**src/rtl/shift_register_ctrl_if.sv**
```systemverilog
// Word-producer handshake into the shift register controller: one word plus
// its shift direction and fill bit, transferred on valid && ready.
interface shift_register_ctrl_if #(
    parameter int N = 8
);
    logic         s_valid;
    logic         s_ready;
    logic [N-1:0] s_data;
    logic         s_dir;
    logic         s_fill;

    modport master (
        output s_valid,
        output s_data,
        output s_dir,
        output s_fill,
        input  s_ready
    );

    modport slave (
        input  s_valid,
        input  s_data,
        input  s_dir,
        input  s_fill,
        output s_ready
    );
endinterface

```
**src/rtl/shift_register_ctrl.sv**
```systemverilog
// Sequencer for an external Shift_Register: loads one accepted word, tracks the
// N shift cycles that carry frame bits, and pulses done at the end of the frame.
module shift_register_ctrl #(
    parameter int N = 8
) (
    input  logic                 clk,
    input  logic                 rst,
    shift_register_ctrl_if.slave s,
    input  logic                 abort,
    output logic                 sr_load,
    output logic [N-1:0]         sr_din,
    output logic                 sr_dir,
    output logic                 sr_rin,
    input  logic [N-1:0]         sr_q,
    output logic                 ser_out,
    output logic                 ser_valid,
    output logic                 busy,
    output logic                 done
);

    localparam int CNT_W = $clog2(N);
    localparam logic [CNT_W-1:0] CNT_LAST = CNT_W'(N - 1);

    typedef enum logic [1:0] {
        IDLE  = 2'd0,
        LOAD  = 2'd1,
        SHIFT = 2'd2,
        DONE  = 2'd3
    } state_t;

    state_t           state_q;
    state_t           state_d;
    logic [CNT_W-1:0] cnt_q;
    logic [CNT_W-1:0] cnt_d;
    logic [N-1:0]     hold_data;
    logic             hold_dir;
    logic             hold_fill;
    logic             accept;

    // Exiting bit sits at the end the register shifts away from.
    function automatic logic exit_bit(input logic [N-1:0] q, input logic dir);
        return dir ? q[N-1] : q[0];
    endfunction

    assign accept = (state_q == IDLE) && s.s_valid;

    // State, counter and holding registers
    always_ff @(posedge clk or posedge rst) begin
        if (rst) begin
            state_q   <= IDLE;
            cnt_q     <= '0;
            hold_data <= '0;
            hold_dir  <= 1'b0;
            hold_fill <= 1'b0;
        end else begin
            state_q <= state_d;
            cnt_q   <= cnt_d;
            if (accept) begin
                hold_data <= s.s_data;
                hold_dir  <= s.s_dir;
                hold_fill <= s.s_fill;
            end
        end
    end

    // Next-state decode; abort outranks the final-bit transition to DONE.
    always_comb begin
        state_d = state_q;
        cnt_d   = cnt_q;
        unique case (state_q)
            IDLE: begin
                if (s.s_valid) state_d = LOAD;
            end
            LOAD: begin
                cnt_d   = '0;
                state_d = abort ? IDLE : SHIFT;
            end
            SHIFT: begin
                if (abort) begin
                    state_d = IDLE;
                end else if (cnt_q == CNT_LAST) begin
                    state_d = DONE;
                end else begin
                    cnt_d = cnt_q + CNT_W'(1);
                end
            end
            DONE: begin
                state_d = IDLE;
            end
            default: begin
                state_d = IDLE;
            end
        endcase
    end

    // Outputs decoded from registered state only
    always_comb begin
        s.s_ready = (state_q == IDLE);
        sr_load   = (state_q == LOAD);
        ser_valid = (state_q == SHIFT);
        done      = (state_q == DONE);
        busy      = (state_q != IDLE);
        sr_din    = hold_data;
        sr_dir    = hold_dir;
        sr_rin    = hold_fill;
        ser_out   = exit_bit(sr_q, hold_dir);
    end

endmodule

```
**src/flat_wrapper.sv**
```systemverilog
// flat-port wrapper written by rule: the top's interface ports become plain ports
module shift_register_ctrl_flat 
#(
    parameter int N = 8
)
  (clk, rst, abort, sr_load, sr_din, sr_dir, sr_rin, sr_q, ser_out, ser_valid, busy, done, s_s_valid, s_s_data, s_s_dir, s_s_fill, s_s_ready);
  shift_register_ctrl_if #(.N(N)) s_i ();
  input  logic clk;
  input  logic rst;
  input  logic abort;
  output logic sr_load;
  output logic [N-1:0] sr_din;
  output logic sr_dir;
  output logic sr_rin;
  input  logic [N-1:0] sr_q;
  output logic ser_out;
  output logic ser_valid;
  output logic busy;
  output logic done;
  input wire logic [$bits(s_i.s_valid)-1:0] s_s_valid;
  input wire logic [$bits(s_i.s_data)-1:0] s_s_data;
  input wire logic [$bits(s_i.s_dir)-1:0] s_s_dir;
  input wire logic [$bits(s_i.s_fill)-1:0] s_s_fill;
  output wire logic [$bits(s_i.s_ready)-1:0] s_s_ready;
  assign s_i.s_valid = s_s_valid;
  assign s_i.s_data = s_s_data;
  assign s_i.s_dir = s_s_dir;
  assign s_i.s_fill = s_s_fill;
  assign s_s_ready = s_i.s_ready;
  shift_register_ctrl #(.N(N)) u_core (.clk(clk), .rst(rst), .s(s_i), .abort(abort), .sr_load(sr_load), .sr_din(sr_din), .sr_dir(sr_dir), .sr_rin(sr_rin), .sr_q(sr_q), .ser_out(ser_out), .ser_valid(ser_valid), .busy(busy), .done(done));
endmodule
```
**config.mk**
```make
export PLATFORM = sky130hd
export DESIGN_NAME = shift_register_ctrl_flat
export DESIGN_NICKNAME = d
export VERILOG_FILES = /design/src/rtl/shift_register_ctrl_if.sv /design/src/rtl/shift_register_ctrl.sv /design/src/flat_wrapper.sv
export SDC_FILE = /design/constraint.sdc
export NUM_CORES = 1
export LEC_CHECK = 0
export ABC_AREA = 1
export BUFFER_PORTS_ARGS = -buffer_cell sky130_fd_sc_hd__buf_4
export CAP_MARGIN = 20
export CORE_MARGIN = 2
export CORE_UTILIZATION = 45
export DETAILED_ROUTE_END_ITERATION = 10
export PLACE_DENSITY = 0.79
export SLEW_MARGIN = 25
export SYNTH_ARGS = -nofsm -noshare
export SYNTH_HDL_FRONTEND = slang
export SYNTH_SLANG_ARGS = --single-unit
```
**constraint.sdc**
```tcl
create_clock -name clk -period 2.1 [get_ports clk]
set_input_delay 0.21 -clock clk [delete_from_list [all_inputs] [get_ports clk]]
set_output_delay 0.21 -clock clk [all_outputs]
set_load 0.02 [all_outputs]
```
==> run_results.csv <==
group,metric,value,unit
outcome,status,"finished, final reports clean",
yosys,ys_ff_latch,15,
power_and_ir_drop,p_switching,603.6,uW
power_and_ir_drop,switching_share,0.4374,
drt,wl,1380,um
yosys,synth_nets,101,
finish,final_util,0.6582,
worst_setup_path,critical_path_required,1.89,ns
clock_network,numCtsBuffers,3,
drt,drc,0,
worst_setup_path,critPathLaunchType,"register",
clock_network,cts.path.max_buffers,2,
global_routing,use_met2,0.2746,
floorplan,coreArea,0.001471,mm2
place,io_buffer_count,31,
global_routing,grt_max_degree,16,
power_and_ir_drop,comb_power_share,0.521,
worst_setup_path,cp_slowest_cell,"dfrtp_1",
sta,finalHoldViolations,0,
yosys,avgSynthCellArea,9.002,um2
floorplan,pin_count,38,
sta,fmax,662.1,MHz
global_routing,grt_pass1_wl,2387,um
sta,min_period_over_period,0.7192,
clock_network,post-cts-setup-buffers,0,
place,gp_congestion,0.7961,
job,max-cap-violations,0,
finish,nFillCells,137,
floorplan,die_x,43.25,um
yosys,yosys_warnings,0,
finish,drive_above_1_share,0.3784,
sta,max_slew_margin,0.6327,
global_routing,grt_util_met1,0.2247,
worst_setup_path,crit_cells,3,
sta,grt_setup_unrepaired,"false",
power_and_ir_drop,power_density,1425,mW/mm2
worst_setup_path,worst_r2r_path_depth,6,
power_and_ir_drop,p_leak,0.0005732,uW
clock_network,cts_tree,"yes",
clock_network,cts_max_level,1,
global_routing,met3_usage,0.05106,
clock_network,cts.clk_slew.worst_paths,0.08,ns
yosys,yosysTopAreaCell,"dfrtp_1",
yosys,ys_seq_area_frac,0.5415,
power_and_ir_drop,ir_worst_vdd,0.8933,mV
clock_network,cts_root_buf,"clkbuf_4",
global_routing,antenna_found_initial,0,
worst_hold_path,hold_class,"input pin to register",
sta,tns,0,ns
drt,detail-route-antenna-nets,0,
global_routing,overflow,0,
sta,period_minus_slack,1.510,ns
clock_network,clk-insertion-delay-late,0.28,ns
place,place.detailed.hpwl,1093,um
global_routing,grt_usage,0.1699,
worst_setup_path,crit_arrival,1.30,ns
floorplan,start_util,0.4711,
finish,antenna_cells,0,
power_and_ir_drop,clkPwrFrac,0.115,
drt,drtIter0Drc,5,
drt,wl_per_cell,10.87,um
worst_setup_path,critical_path.max_fanout,14,
floorplan,std_cell_rows,14,
finish,syn_to_final_growth,39.71,%
worst_setup_path,slowest_delay,0.46,ns
power_and_ir_drop,intPower,776.5,uW
drt,viasPerCell,4.913,
floorplan,die_y,43.25,um
global_routing,grt_busiest_layer,"met2",
worst_setup_path,critPathTopFamily,"flip-flops",
yosys,syn_inst,77,
finish,nets,136,
sta,setup_viol,0,
yosys,syn-cell-area,693.2,um2
worst_hold_path,min_path_cells,2,
sta,tightest_slew,0.5504,ns
drt,dr.pass1.iters,4,
worst_setup_path,crit_type,"register to output pin",
worst_setup_path,cp_num_buf_inv,2,
sta,maxSlewViolCount,0,
power_and_ir_drop,p_seq_frac,0.364,
drt,vias,624,
worst_setup_path,endpoint_kind,"output pin",
sta,clock_skew,0.001716,ns
global_routing,grt_pass1_vias,563,
yosys,synth_area_leaders,"dfrtp_1 54%, nand2_1 14%, nand3_1 11%",
floorplan,dieArea,0.001870,mm2
yosys,synth_top_area_share,0.5415,
worst_setup_path,crit_chain,"nor2_4 -> inv_1 -> buf_4",
yosys,synth.distinct_cells,17,
clock_network,cts_sinks,15,
[Yosys cell counts]
cell type / n
nand2_1: 26
dfrtp_1: 15
nand3_1: 15
inv_1: 5
ha_1: 2
nor2_1: 2
nor2_4: 2
a21oi_1: 1
buf_1: 1
buf_6: 1
inv_2: 1
mux2_2: 1
nand2_2: 1
nand2_4: 1
nand3b_1: 1
nor3_1: 1
or2_2: 1
[worst register-to-register path, delay by kind of cell, from the launching register on]
| family | cells | cell delay [ns] |
|---|---|---|
| DFF | 1 | 0.40 |
| adders and majority gates | 2 | 0.38 |
| and+or+nand+nor | 4 | 0.49 |
[cell type report]
| type | count | area, um2 | area share |
|---|---|---|---|
| clock buffers | 3 | 22.52 | 0.02326 |
| clock inverters | 1 | 5.005 | 0.005168 |
| inverters | 6 | 22.52 | 0.02326 |
| multi-input cells | 54 | 280.3 | 0.2894 |
| flip-flops and latches | 15 | 375.4 | 0.3876 |
| well taps | 16 | 20.02 | 0.02067 |
| repair buffers | 32 | 242.7 | 0.2506 |
[per-layer routing]
metal,vias up,part of all wire
li1,317,-
met1,290,0.44
met2,15,0.51
met3,2,0.038
met4,0,0.010
met5,-,0
[worst paths after layout]
path,startpoint,endpoint,slack [ns]
max,u_core.state_q[1],busy,0.59
min,abort,u_core.state_q[1],0.10
max reg2reg,u_core.cnt_q[0],u_core.cnt_q[2],0.72
min reg2reg,u_core.sr_din[1],u_core.sr_din[1],0.48
max in group asynchronous,rst,u_core.state_q[1],1.21
min in group asynchronous,rst,u_core.cnt_q[0],0.53
[flip-flops by register name (all words and copies together) (netlist names)]
| register | cells |
|---|---|
| u_core.sr_din | 8 |
| u_core.cnt_q | 3 |
| u_core.state_q | 2 |
| u_core.sr_dir | 1 |
| u_core.sr_rin | 1 |
[power by group through the flow]
| stage | Combinational [uW] | Sequential (uW) | Clock (uW) |
|---|---|---|---|
| finish | 718 | 503 | 159 |
| global route | 787 | 522 | 177 |
| CTS | 730 | 505 | 163 |
| detailed placement | 728 | 509 | 0 |
| global placement | 710 | 505 | 0 |
| floorplan | 339 | 615 | 0 |
[cells by family after synthesis]
group / Yosys count / share of synthesized area
AO/OA/AOI/OAI: 1 / 0.007213
adder cells (fa/ha/maj): 2 / 0.03610
buffers and inverters: 8 / 0.05414
flip-flops: 15 / 0.5415
multiplexers: 1 / 0.01624
AND/OR/NAND/NOR: 50 / 0.3448
[through the flow]
stage,total power (uW),instances,setup WS (ns),area (um2),hold WS (ns)
after global placement,1216,122,0.7497,930.9,0.2944
after global routing,1486,127,0.4929,968.4,0.09818
after detailed placement,1237,122,0.7180,930.9,0.2947
after floorplan,953.7,77,0.8195,693.2,0.1115
final,1380,127,0.5897,968.4,0.1011
after CTS,1398,127,0.5853,968.4,0.09848
[what timing repair did]
action	4_1_cts	5_1_grt
endpoints found under the setup margin	0	0
hold buffers	1	0
hold endpoints to repair	15	0
gates resized for setup	0	0
[cells in the final DEF, fill, tap and decap left out, types with 2 or more instances in the layout]
| cell type | count |
|---|---|
| nor2_4 | 2 |
| clkbuf_4 | 3 |
| inv_1 | 5 |
| buf_4 | 31 |
| ha_1 | 2 |
| dfrtp_1 | 15 |
| nand2_1 | 26 |
| nand3_1 | 15 |
| nor2_1 | 2 |
Note: power is estimated with default switching activity, not from simulation.
